[src/rtl/mem_port_arbiter_if.sv]
// Bundle of the fetch port, the data port and the shared-memory command port.
// The arbiter connects through the slave modport; requesters and memory use the master modport.
interface mem_port_arbiter_if #(
  parameter int ADDR_W = 32,
  parameter int DATA_W = 32
);
  logic              if_req;
  logic [ADDR_W-1:0] if_addr;
  logic [DATA_W-1:0] if_rdata;
  logic              if_ack;

  logic              dm_req;
  logic [3:0]        dm_we;
  logic [ADDR_W-1:0] dm_addr;
  logic [DATA_W-1:0] dm_wdata;
  logic [DATA_W-1:0] dm_rdata;
  logic              dm_ack;

  logic              mem_req;
  logic [ADDR_W-1:0] mem_addr;
  logic [3:0]        mem_we;
  logic [DATA_W-1:0] mem_wdata;
  logic [DATA_W-1:0] mem_rdata;
  logic              mem_ready;

  modport slave (
    input  if_req, if_addr, dm_req, dm_we, dm_addr, dm_wdata, mem_rdata, mem_ready,
    output if_rdata, if_ack, dm_rdata, dm_ack, mem_req, mem_addr, mem_we, mem_wdata
  );

  modport master (
    output if_req, if_addr, dm_req, dm_we, dm_addr, dm_wdata, mem_rdata, mem_ready,
    input  if_rdata, if_ack, dm_rdata, dm_ack, mem_req, mem_addr, mem_we, mem_wdata
  );
endinterface

[src/rtl/mem_port_arbiter.sv]
// Shares one single-ported memory between instruction fetch and data access.
// Data wins contested arbitrations until fetch has lost STARVE_LIMIT times in a row.
module mem_port_arbiter #(
  parameter int ADDR_W       = 32,
  parameter int DATA_W       = 32,
  parameter int STARVE_LIMIT = 4
) (
  input logic              clk,
  input logic              rst,
  mem_port_arbiter_if.slave bus
);

  typedef enum logic [1:0] {
    IDLE   = 2'd0,
    BUSY_I = 2'd1,
    BUSY_D = 2'd2
  } state_t;

  localparam logic [3:0] LIMIT = 4'(STARVE_LIMIT);

  state_t            state_q, state_d;
  logic [ADDR_W-1:0] addr_q, addr_d;
  logic [3:0]        we_q, we_d;
  logic [DATA_W-1:0] wdata_q, wdata_d;
  logic [DATA_W-1:0] if_rdata_q, if_rdata_d;
  logic [DATA_W-1:0] dm_rdata_q, dm_rdata_d;
  logic [3:0]        starve_cnt_q, starve_cnt_d;
  logic              pick_if, pick_dm;

  always_comb begin
    state_d      = state_q;
    addr_d       = addr_q;
    we_d         = we_q;
    wdata_d      = wdata_q;
    if_rdata_d   = if_rdata_q;
    dm_rdata_d   = dm_rdata_q;
    starve_cnt_d = starve_cnt_q;
    pick_if      = 1'b0;
    pick_dm      = 1'b0;

    case (state_q)
      IDLE: begin
        pick_if = bus.if_req && (!bus.dm_req || (starve_cnt_q >= LIMIT));
        pick_dm = bus.dm_req && !pick_if;
        if (pick_if) begin
          state_d      = BUSY_I;
          addr_d       = bus.if_addr;
          we_d         = 4'b0000;
          wdata_d      = '0;
          starve_cnt_d = 4'd0;
        end else if (pick_dm) begin
          state_d = BUSY_D;
          addr_d  = bus.dm_addr;
          we_d    = bus.dm_we;
          wdata_d = bus.dm_wdata;
          // Only a data grant that actually made fetch wait counts toward starvation.
          if (bus.if_req) begin
            starve_cnt_d = (starve_cnt_q == 4'hF) ? starve_cnt_q : starve_cnt_q + 4'd1;
          end else begin
            starve_cnt_d = 4'd0;
          end
        end
      end
      BUSY_I: begin
        if (bus.mem_ready) begin
          if_rdata_d = bus.mem_rdata;
          state_d    = IDLE;
        end
      end
      BUSY_D: begin
        if (bus.mem_ready) begin
          dm_rdata_d = bus.mem_rdata;
          state_d    = IDLE;
        end
      end
      default: state_d = IDLE;
    endcase
  end

  always_ff @(posedge clk or negedge rst) begin
    if (!rst) begin
      state_q      <= IDLE;
      addr_q       <= '0;
      we_q         <= 4'b0000;
      wdata_q      <= '0;
      if_rdata_q   <= '0;
      dm_rdata_q   <= '0;
      starve_cnt_q <= 4'd0;
    end else begin
      state_q      <= state_d;
      addr_q       <= addr_d;
      we_q         <= we_d;
      wdata_q      <= wdata_d;
      if_rdata_q   <= if_rdata_d;
      dm_rdata_q   <= dm_rdata_d;
      starve_cnt_q <= starve_cnt_d;
    end
  end

  // Ack and read data bypass the register so requesters see data in the ack cycle.
  assign bus.if_ack    = (state_q == BUSY_I) && bus.mem_ready;
  assign bus.dm_ack    = (state_q == BUSY_D) && bus.mem_ready;
  assign bus.if_rdata  = bus.if_ack ? bus.mem_rdata : if_rdata_q;
  assign bus.dm_rdata  = bus.dm_ack ? bus.mem_rdata : dm_rdata_q;
  assign bus.mem_req   = (state_q != IDLE);
  assign bus.mem_addr  = addr_q;
  assign bus.mem_we    = we_q;
  assign bus.mem_wdata = wdata_q;

endmodule
[src/flat_wrapper.sv]
// flat-port wrapper written by rule: the top's interface ports become plain ports
module mem_port_arbiter_flat 
#(
  parameter int ADDR_W       = 32,
  parameter int DATA_W       = 32,
  parameter int STARVE_LIMIT = 4
)
  (clk, rst, bus_if_req, bus_if_addr, bus_dm_req, bus_dm_we, bus_dm_addr, bus_dm_wdata, bus_mem_rdata, bus_mem_ready, bus_if_rdata, bus_if_ack, bus_dm_rdata, bus_dm_ack, bus_mem_req, bus_mem_addr, bus_mem_we, bus_mem_wdata);
  mem_port_arbiter_if #(.ADDR_W(ADDR_W), .DATA_W(DATA_W)) bus_i ();
  input logic clk;
  input logic rst;
  input wire logic [$bits(bus_i.if_req)-1:0] bus_if_req;
  input wire logic [$bits(bus_i.if_addr)-1:0] bus_if_addr;
  input wire logic [$bits(bus_i.dm_req)-1:0] bus_dm_req;
  input wire logic [$bits(bus_i.dm_we)-1:0] bus_dm_we;
  input wire logic [$bits(bus_i.dm_addr)-1:0] bus_dm_addr;
  input wire logic [$bits(bus_i.dm_wdata)-1:0] bus_dm_wdata;
  input wire logic [$bits(bus_i.mem_rdata)-1:0] bus_mem_rdata;
  input wire logic [$bits(bus_i.mem_ready)-1:0] bus_mem_ready;
  output wire logic [$bits(bus_i.if_rdata)-1:0] bus_if_rdata;
  output wire logic [$bits(bus_i.if_ack)-1:0] bus_if_ack;
  output wire logic [$bits(bus_i.dm_rdata)-1:0] bus_dm_rdata;
  output wire logic [$bits(bus_i.dm_ack)-1:0] bus_dm_ack;
  output wire logic [$bits(bus_i.mem_req)-1:0] bus_mem_req;
  output wire logic [$bits(bus_i.mem_addr)-1:0] bus_mem_addr;
  output wire logic [$bits(bus_i.mem_we)-1:0] bus_mem_we;
  output wire logic [$bits(bus_i.mem_wdata)-1:0] bus_mem_wdata;
  assign bus_i.if_req = bus_if_req;
  assign bus_i.if_addr = bus_if_addr;
  assign bus_i.dm_req = bus_dm_req;
  assign bus_i.dm_we = bus_dm_we;
  assign bus_i.dm_addr = bus_dm_addr;
  assign bus_i.dm_wdata = bus_dm_wdata;
  assign bus_i.mem_rdata = bus_mem_rdata;
  assign bus_i.mem_ready = bus_mem_ready;
  assign bus_if_rdata = bus_i.if_rdata;
  assign bus_if_ack = bus_i.if_ack;
  assign bus_dm_rdata = bus_i.dm_rdata;
  assign bus_dm_ack = bus_i.dm_ack;
  assign bus_mem_req = bus_i.mem_req;
  assign bus_mem_addr = bus_i.mem_addr;
  assign bus_mem_we = bus_i.mem_we;
  assign bus_mem_wdata = bus_i.mem_wdata;
  mem_port_arbiter #(.ADDR_W(ADDR_W), .DATA_W(DATA_W), .STARVE_LIMIT(STARVE_LIMIT)) u_core (.clk(clk), .rst(rst), .bus(bus_i));
endmodule
[config.mk]
export PLATFORM = sky130hd
export DESIGN_NAME = mem_port_arbiter_flat
export DESIGN_NICKNAME = d
export VERILOG_FILES = /design/src/rtl/mem_port_arbiter_if.sv /design/src/rtl/mem_port_arbiter.sv /design/src/flat_wrapper.sv
export SDC_FILE = /design/constraint.sdc
export NUM_CORES = 1
export LEC_CHECK = 0
export BUFFER_PORTS_ARGS = -buffer_cell sky130_fd_sc_hd__buf_2
export CELL_PAD_IN_SITES_DETAIL_PLACEMENT = 1
export CELL_PAD_IN_SITES_GLOBAL_PLACEMENT = 2
export CORE_MARGIN = 5
export CORE_UTILIZATION = 25
export DETAILED_ROUTE_END_ITERATION = 7
export GPL_ROUTABILITY_DRIVEN = 0
export HOLD_SLACK_MARGIN = 0.03
export PLACE_DENSITY = 0.85
export REMOVE_ABC_BUFFERS = 1
export SYNTH_ARGS = -nofsm -noshare
export SYNTH_HDL_FRONTEND = slang
export SYNTH_SLANG_ARGS = --single-unit
[constraint.sdc]
create_clock -name clk -period 1.75 [get_ports clk]
set_input_delay 0 -clock clk [delete_from_list [all_inputs] [get_ports clk]]
set_output_delay 0 -clock clk [all_outputs]
set_load 0.02 [all_outputs]
[Word level (Yosys, flattened, before mapping)]
Cells that the tools add are included.
Word-level totals
  input bits: 137
  register bits after elaboration: 138
  logic and storage cells: 47
  output and inout bits: 135
Cells by class
  equal/unequal tests: 6
  order comparisons: 1
  reduce and logical (&&, ||, !) cells: 16
  $add $sub $neg: 1
  multiplexer cells: 16
Operator list (number)
  32-bit two-way mux: 6
  4-bit two-way mux: 6
  2-bit AND reduction: 4
  2-bit two-way mux: 3
  4-bit by 1-bit adder with 4-bit output, second input constant: 1
  4-bit equality test, second input constant: 1
  4-bit by 3-bit greater-or-equal comparator with 1-bit output, second input constant: 1
  1-bit logical AND: 4
  2-bit case mux with 2 select lines: 1
  2-bit nonzero test: 2
  3-bit by 1-bit != test with 1-bit output, second input constant: 1
  3-bit by 2-bit != test with 1-bit output, second input constant: 1
  3-bit AND reduction: 1
  2-bit by 1-bit equality test with 1-bit output, second input constant: 1
  2-bit equality test, second input constant: 1
  1-bit logical NOT: 2
  2-bit logical NOT: 1
  2-bit by 1-bit != test with 1-bit output, second input constant: 1
  2-bit OR reduction: 1
  1-bit logical OR: 1

[Depth between registers and ports, before layout]
  depth in word-level cells: 8
  depth in mapped cells: 8
  mapped depth without buffers: 5

[Least setup slack after synthesis]
OpenSTA, ideal clock, no wires.
  kind: reg2reg
  from: reg u_core.state_q[0]
  to: reg u_core.wdata_q[11], in the netlist u_core.bus.mem_wdata[11]
  data required time: 1.667 ns
  buffers on the path: 3
  data arrival time: 1.689 ns
  period minus slack after synthesis: 1.771 ns
  cell stages (with the launch flop): 9
  setup time: 0.083 ns
  path slack: -0.021 ns
  cell sequence: dfrtp_1 -> inv_1 -> ha_1 -> clkbuf_1 -> o21a_1 -> buf_2 -> clkbuf_1 -> nand2_1 -> o21ai_0
Between the ends
  word-level cells in the longest chain between the ends: 2
RTL lines
  start: declaration: RTL line mem_port_arbiter.sv:21  | state_t state_q, state_d;
  start signal: assignment: RTL line mem_port_arbiter.sv:90  | state_q <= state_d;
  2-bit logical NOT: RTL line mem_port_arbiter.sv:41  | case (state_q)
  2-bit AND reduction (no source line)
  end signal: assignment: RTL line mem_port_arbiter.sv:93  | wdata_q <= wdata_d;
  end: declaration: RTL line mem_port_arbiter.sv:24  | logic [DATA_W-1:0] wdata_q, wdata_d;
Every way passes these cells.
A chain may end at the register's enable or synchronous reset.

[Final worst setup path]
  from: reg u_core.state_q[0]
  to: out bus_if_rdata[14]
Between the ends
  word-level cells in the longest chain between the ends: 3
RTL lines
  2-bit by 1-bit equality test with 1-bit output: RTL line mem_port_arbiter.sv:101  | assign bus.if_ack = (state_q == BUSY_I) && bus.mem_ready;
  1-bit logical AND: RTL line mem_port_arbiter.sv:101
  32-bit two-way mux: RTL line mem_port_arbiter.sv:103  | assign bus.if_rdata = bus.if_ack ? bus.mem_rdata : if_rdata_q;
  end: declaration: RTL line flat_wrapper.sv:20  | output wire logic [$bits(bus_i.if_rdata)-1:0] bus_if_rdata;
Every way passes these cells.

==> reports/summary.txt <==
Worst EP arrival: 1.91 ns
Fmax: 0.523 GHz
Die W: 162 um
Max H-tree Level: 4
I/O Pins: 272
commonest non-fill, non-tap cell in the layout: buf_2
max cap viols: 0
CP Class: register to output port
type of the most critical hold path: primary input to asynchronous set/reset pin
Multi-input gate area: 0.00237 mm^2
Final HPWL DP: 14,500 um
DRC viols: 0
Layout Area Growth over Synthesis: 83.0%
startpoint types: register
1st-pass router iterations: 6
initial core utilization: 25.4%
CTS tree: done
Tot Pwr: 20,600 uW
die height: 162 um
DR WL met3: 2000 um
Skew-Pair Late Insertion Delay: 0.41 ns
first-pass GRT wire length: 37,900 um
top cell type's share of synthesized area: 60.1%
ANT nets after route: 0
Synth area leaders: dfrtp_1 (60%), mux2_2 (13%), nand2_1 (9.1%)
post-route minimum period: 1.91 ns
Top Layer Used: met4
area occupied by registers: 0.00345 mm^2
crit end category: output port
cell area after synthesis: 0.00575 mm^2
Nets: 1,083
layout cells sized above 1: 46.3%
final wirelength: 27,000 um
Port Buffers: 271
clk_skew: 0.00744 ns
final slew viol count: 0
met2 WL: 13,200 um
commonest non-fill, non-tap cells in the layout: buf_2 (209), dfrtp_1 (138), nand2_1 (137)
power per cell area: 1960 mW/mm^2
post-synthesis sequential area ratio: 60.1%
Core Area: 0.0226 mm^2
vias per cell: 4.65
cell count after synthesis: 506
Hold WS: 0.116 ns
Reg clk slew, reported paths: 0.06 ns
logic depth of the worst register-to-register path: 7
RSZ-0062 raised after global routing: yes
Syn. warnings: 0
Critical Path RT: 1.75 ns
Largest stage delay, worst path: 0.41 ns
#FFs+latches synth: 138
clock buffer depth: 2
fillers: 2,431
vias: 5,774
TritonCTS Sinks: 138
Async S/R FF share, synth: 100%
vias in the first global route: 6,397
Crit path top cell by count: buf_6
violated checks: negative setup slack
initial antenna violation count: 1
root buffer cell: clkbuf_16
top_reg_cell synth: dfrtp_1
DR iter-0 viols: 190
met1 WL: 11,300 um
Post-synth EDFFs: 0
CTS buffer count: 17
Mean Syn Cell Area: 11.4 um^2
GRT Total Usage: 18.5%
gr ovfl total: 0
crit-path cells: buf_6 > ha_4 > nand2_8 > clkbuf_16 > mux2_4 > buf_6
Hold Fails Final Rpt: 0
largest net degree at the start of global routing: 52
status: complete, but fails checks
CP max-delay cell: dfrtp_1
worst reg2reg path endpoint: u_core.bus.mem_addr[20]$_DFFE_PN0P_
die area: 0.0261 mm^2
critical path peak fanout: 8
Synth cell types: 24
WL/cell: 21.7 um
period utilization: 109%
worst slew pin tran: 0.562 ns
Reg2Reg Setup Slack: 0.06 ns
Post-Place Setup Slack: 0.110 ns
Final WS setup: -0.162 ns
final setup vio count: 65
worst reg2reg startpoint: u_core.state_q[0]$_DFFE_PN0P_
Yosys top cell by area: dfrtp_1
Rows: 55
maximum VDD drop: 0.604 mV
P_leak: 0.00523 uW
Worst slew margin: 62.5%
==> power breakdown <==
group	leakage [uW]	switching, uW	internal [uW]	total, uW
sequential	0.00168	755	4740	5490
combinational	0.00326	6170	5190	11400
clock	0.000285	1580	2170	3750
total	0.00523	8510	12100	20600
==> worst max path at each step <==
stage	start	endpoint	slack [ns]	cells past startpoint
6_report	u_core.state_q[0]$_DFFE_PN0P_	bus_if_rdata[14]	-0.16	6
5_1_grt	u_core.state_q[0]$_DFFE_PN0P_	bus_if_rdata[17]	-0.22	6
4_1_cts	u_core.state_q[0]$_DFFE_PN0P_	bus_dm_rdata[4]	-0.23	7
3_5_place_dp	u_core.state_q[0]$_DFFE_PN0P_	u_core.bus.mem_wdata[9]$_DFFE_PN0P_	0.11	6
3_3_place_gp	u_core.state_q[0]$_DFFE_PN0P_	bus_dm_rdata[23]	0.18	6
2_1_floorplan	u_core.state_q[0]$_DFFE_PN0P_	u_core.starve_cnt_q[0]$_DFFE_PN0P_	-1.49	4
==> timing repair <==
action | in CTS | in global routing
setup endpoints to repair | 64 | 78
hold buffers | 136 | 0
gates cloned | 4 | 4
setup buffers | 5 | 26
resized for setup | 80 | 119
pin swaps | 1 | 3
hold endpoints to repair | 272 | 0
==> cells in the mapped netlist, types with 2 or more instances <==
| library cell | count |
|---|---|
| and2_1 | 2 |
| dfrtp_1 | 138 |
| o21ai_1 | 7 |
| o211ai_1 | 18 |
| buf_2 | 2 |
| clkbuf_1 | 22 |
| nand2_1 | 139 |
| inv_1 | 6 |
| buf_6 | 4 |
| o211ai_2 | 14 |
| nand4_1 | 32 |
| ha_1 | 4 |
| o21ai_0 | 30 |
| buf_1 | 12 |
| mux2_2 | 65 |
| a22o_1 | 2 |
| a21oi_1 | 2 |
==> area by class of cell <==
type / count / area share [%]
timing repair buffer: 457 / 35.2
sequential: 138 / 32.8
multi-input combinational: 322 / 22.6
clock buffer: 18 / 4.18
tap: 285 / 3.39
clock inverter: 14 / 1.50
inverter: 6 / 0.214
antenna: 2 / 0.0476
==> metal layers <==
layer	vias to the layer above	global-route usage, %
li1	2625	-
met1	2863	22.3
met2	250	31.7
met3	36	5.87
met4	0	5.69
met5	-	0
==> worst max-delay path: cells and delay by family (launching register included) <==
kind	cells	cell delay, ns
flip-flops	1	0.41
adder cells (fa/ha/maj)	1	0.16
multiplexers	1	0.33
AND/OR/NAND/NOR	1	0.12
buffers and inverters	3	0.47
==> logic make-up after synthesis <==
group	share of synthesized area, %
compound gates	9.62
simple gates	13.1
mux	12.7
fa+ha+maj	0.871
buf+inv	3.57
flops	60.1
==> state kept, by name, summed over array words and instances (netlist names) <==
register / count
u_core.bus.mem_addr: 32
u_core.bus.mem_wdata: 32
u_core.bus.mem_we: 4
u_core.dm_rdata_q: 32
u_core.if_rdata_q: 32
u_core.starve_cnt_q: 4
u_core.state_q: 2
==> per-stage QoR <==
step	util, %	setup TNS [ns]	area [um^2]	cells
2_1_floorplan	-	-103.81	5560	466
3_5_place_dp	33.2	0	7520	1037
3_3_place_gp	33.2	0	7520	1037
5_1_grt	46.4	-10.44	10500	1241
6_report	46.4	-6.16	10500	1242
4_1_cts	43.7	-12.16	9890	1214
Note: power is estimated with default switching activity, not from simulation.
